--- src/rtl/oric_tape_modulator.sv ---
// rtl/oric_tape_modulator.sv - Oric cassette byte/gap serialiser: one frame or gap per accepted start

module oric_tape_modulator #(
    parameter int T_SHORT    = 2496,
    parameter int T_LONG     = 4992,
    parameter int STOP_BITS  = 4,
    parameter int GAP_CYCLES = 2400000
) (
    input  logic       clk,
    input  logic       reset_n,
    input  logic       start,
    input  logic       gap,
    input  logic [7:0] din,
    output logic       done,
    output logic       busy,
    output logic       dout
);

    localparam int FW = 10 + STOP_BITS;
    localparam logic [23:0] SHORT_M1 = 24'(T_SHORT - 1);
    localparam logic [23:0] LONG_M1  = 24'(T_LONG - 1);
    localparam logic [23:0] GAP_M1   = 24'(GAP_CYCLES - 1);
    localparam logic [3:0]  FW_BITS  = 4'(FW);

    typedef enum logic [1:0] {IDLE, BIT_HI, BIT_LO, GAP} state_t;

    state_t          state_q, state_d;
    logic [23:0]     cnt_q, cnt_d;
    logic [FW-1:0]   sh_q, sh_d;
    logic [3:0]      bits_q, bits_d;
    logic            done_q, done_d;

    always_ff @(posedge clk) begin
        if (!reset_n) begin
            state_q <= IDLE;
            cnt_q   <= '0;
            sh_q    <= '0;
            bits_q  <= '0;
            done_q  <= 1'b0;
        end else begin
            state_q <= state_d;
            cnt_q   <= cnt_d;
            sh_q    <= sh_d;
            bits_q  <= bits_d;
            done_q  <= done_d;
        end
    end

    always_comb begin
        state_d = state_q;
        cnt_d   = cnt_q;
        sh_d    = sh_q;
        bits_d  = bits_q;
        done_d  = 1'b0;
        case (state_q)
            IDLE: begin
                if (start) begin
                    if (gap) begin
                        state_d = GAP;
                        cnt_d   = GAP_M1;
                    end else begin
                        // Frame goes out LSB first: start 0, data, odd parity, stop ones
                        sh_d    = {{STOP_BITS{1'b1}}, ~^din, din, 1'b0};
                        bits_d  = FW_BITS;
                        cnt_d   = SHORT_M1;
                        state_d = BIT_HI;
                    end
                end
            end
            BIT_HI: begin
                if (cnt_q == 24'd0) begin
                    state_d = BIT_LO;
                    cnt_d   = sh_q[0] ? SHORT_M1 : LONG_M1;
                end else begin
                    cnt_d = cnt_q - 24'd1;
                end
            end
            BIT_LO: begin
                if (cnt_q == 24'd0) begin
                    sh_d   = sh_q >> 1;
                    bits_d = bits_q - 4'd1;
                    if (bits_q == 4'd1) begin
                        state_d = IDLE;
                        done_d  = 1'b1;
                    end else begin
                        state_d = BIT_HI;
                        cnt_d   = SHORT_M1;
                    end
                end else begin
                    cnt_d = cnt_q - 24'd1;
                end
            end
            GAP: begin
                if (cnt_q == 24'd0) begin
                    state_d = IDLE;
                    done_d  = 1'b1;
                end else begin
                    cnt_d = cnt_q - 24'd1;
                end
            end
            default: state_d = IDLE;
        endcase
    end

    assign dout = (state_q == BIT_HI);
    assign busy = (state_q != IDLE);
    assign done = done_q;

endmodule

--- config.mk ---
export PLATFORM = sky130hd
export DESIGN_NAME = oric_tape_modulator
export DESIGN_NICKNAME = d
export VERILOG_FILES = /design/src/rtl/oric_tape_modulator.sv
export SDC_FILE = /design/constraint.sdc
export NUM_CORES = 1
export LEC_CHECK = 0
export CAP_MARGIN = 10
export CORE_ASPECT_RATIO = 0.9
export CORE_MARGIN = 2
export CORE_UTILIZATION = 40
export CTS_CLUSTER_DIAMETER = 40
export DETAILED_ROUTE_END_ITERATION = 10
export PLACE_DENSITY = 0.65
export SETUP_SLACK_MARGIN = 0.02
export SLEW_MARGIN = 10
export SYNTH_ARGS = -nofsm -noshare
export SYNTH_HDL_FRONTEND = slang
export SYNTH_SLANG_ARGS = --single-unit
--- constraint.sdc ---
create_clock -name clk -period 2.7 [get_ports clk]
set_input_delay 0.675 -clock clk [delete_from_list [all_inputs] [get_ports clk]]
set_output_delay 0.675 -clock clk [all_outputs]
set_load 0.01 [all_outputs]
==> reports/metrics.yaml <==
critical_path:
  crit_fanout: 5
  start_kind: "flop"
  cp.required_ns: 2.94
  critical_path_class: "reg -> reg"
  worstPathArrival_ns: 2.72
  cp-end-kind: "flop"
logic_synthesis:
  synth_area_leaders: "dfxtp_1 (34%), nor2_1 (4.9%), nand2_1 (4.6%), a311oi_1 (3.9%), a21oi_1 (3.6%)"
  synth_top_cell_by_area: "dfxtp_1"
  syn_nets: 338
  synthCells: 322
  ys_types: 57
  ys_async_sr_fraction: 0
  synth_warnings: 0
  synth-seq-area-share: 0.337
  syn-cell-area_sq_um: 2670
  ys.flop_type: "dfxtp_1"
  avgSynthCellArea_sq_um: 8.29
  yosysTopAreaCellShare: 0.337
  synth_seq_cells: 45
  synth_edf_count: 0
sta:
  finalCritPeriodShare: 0.921
  fin_ws_ns: 0.214
  rsz0062_at_grt: "false"
  period_needed_ns: 2.49
  slew_headroom: 0.569
  worst_slew_pin_slew_ns: 0.646
  setup_viol: 0
  tns_ns: 0
  finalHoldViolations: 0
  worst_clock_skew_ns: 0.0124
  slew_violations: 0
  fmax_ghz: 0.402
  hold_ws_ns: 0.473
placement:
  port_buffers: 14
  dp_hpwl_mm: 4.86
  gp_congestion: 0.857
  post-place-ws_ns: 0.153
  place_inst: 423
global_route:
  grt_use_met2: 0.298
  grt_util_all_layers: 0.194
  overflow: 0
  antenna_found_initial: 0
  gr-usage-met3: 0.0358
  globalRouteMet1Util: 0.272
  grt_max_degree: 30
  top_usage_layer: "met2"
  grt_pass1_wl_mm: 11.4
  first_global_vias: 2283
layout:
  instances_no_fill: 432
  drive_above_1_share: 0.137
  final_common_cell: "dfxtp_1"
  syn_to_final_growth_pct: 15.4
  final_cell_mix: "dfxtp_1 (45), nor2_1 (35), nand2_1 (33)"
  nFillCells: 644
  num-nets-final: 357
  antenna_cells: 0
  finish.utilization: 0.473
clock_tree:
  numCtsBuffers: 5
  clock_sinks: 45
  cts_root_buf: "clkbuf_8"
  cts_tree: "built"
  clk_pin_slew_ns: 0.10
  postCtsSetupBuffers: 0
  cts_buffer_depth: 2
  htreeDepth: 2
  worstSkewPairLatency_ns: 0.32
floorplan:
  ioPinCount: 15
  die_x_um: 90.1
  core_sq_um: 6520
  fp.dieH_um: 81.5
  die-area_sq_um: 7350
  start_util: 0.410
  rows: 28
worst_hold_path:
  hold_class: "reg -> reg"
power_and_ir_drop:
  powerDensity_nw_per_um2: 612
  p_leak_nw: 1.10
  ir_drop_v: 0.000309
drt:
  vias: 2538
  dr.pass1.iters: 5
  via_per_inst: 5.88
  drt_iter0_drc: 177
  drt_wl_total_mm: 7.04
  wire_per_inst_um: 16.3
  route.detailed.drc: 0
  ant_nets: 0
outcome:
  status: "finished, final reports clean"
job:
  maxCapViolCount: 0
-- layer usage --
metal  wire length, um  vias up
met3               497        9
met4               102        0
met1              3420     1199
met2              3020       90
met5                 0        -
li1                  -     1240
-- synthesized netlist by cell type (2+ instances only) --
master,count
nor4_4,3
o22ai_1,4
o41ai_1,5
xor2_1,4
a21o_1,2
nor2b_1,3
or4_1,8
dfxtp_1,45
inv_1,10
nand2b_1,2
and3_1,2
a311oi_1,12
o31ai_1,6
ha_1,4
or3_1,10
nor4_1,2
nor2_1,35
o211a_1,2
nor2_2,2
o31ai_4,2
nor3_1,10
or2_2,4
a211o_1,2
buf_6,3
a21oi_1,19
mux2i_1,3
clkbuf_1,11
xnor2_1,7
o21ai_0,12
a221oi_1,2
a211oi_1,5
buf_2,6
nand3_1,8
o211ai_1,2
a31oi_1,5
o21ai_1,4
nand4_1,4
nand2_1,33
-- power by group --
| part | internal [mW] | switching (mW) | total (mW) |
|---|---|---|---|
| Clock | 0.187 | 0.268 | 0.455 |
| Sequential | 0.726 | 0.0727 | 0.799 |
| Combinational | 0.256 | 0.376 | 0.632 |
-- sequential cells by signal, indices dropped and copies added (netlist names) --
name and count:
cnt_q 24, state_q 2, done 1, bits_q 4
sh_q 14
-- per-stage QoR --
step	total power, mW	area, sq um
after detailed placement	1.42	2950
after global placement	1.41	2950
after floorplan	1.24	2670
after CTS	1.86	3040
after global routing	1.99	3080
final	1.89	3080
-- final timing paths --
kind,from,end,slack (ns),cells after the start
hold reg to reg,cnt_q[15],cnt_q[15],0.47,2
setup reg to reg,cnt_q[0],cnt_q[12],0.21,9
setup / recovery,cnt_q[0],cnt_q[12],0.21,9
hold / removal,cnt_q[15],cnt_q[15],0.47,2
-- critical path: stages, from the launching register on --
cell,delay [ns]
dfxtp_1,0.34
inv_1,0.11
ha_1,0.17
nor4b_1,0.25
buf_4,0.18
nand3_1,0.28
buf_4,0.29
o41ai_4,0.42
o21ai_1,0.14
a221oi_2,0.23
-- area by class of cell --
cell class,instances,area [sq um],area share
Clock buffer,5,68.8,0.0223
Multi-Input combinational cell,246,1660,0.538
Sequential cell,45,901,0.292
Inverter,11,41.3,0.0134
Timing Repair Buffer,32,275,0.0894
Clock inverter,3,25.0,0.00812
Tap cell,90,113,0.0366
-- cells by family after synthesis --
family / after synthesis / share of synthesized area
multiplexers: 3 / 0.0112
buffers and inverters: 32 / 0.0576
flip-flops: 45 / 0.337
XOR/XNOR: 11 / 0.0361
adder cells (fa/ha/maj): 4 / 0.0187
AND/OR/NAND/NOR: 135 / 0.279
AO/OA/AOI/OAI: 92 / 0.260
-- timing repair --
action                     in CTS  in global routing
hold buffers                    0                  0
gates resized for setup         0                  4
setup endpoints to repair       0                 15
No activity file was read; power rests on OpenSTA's default activity.
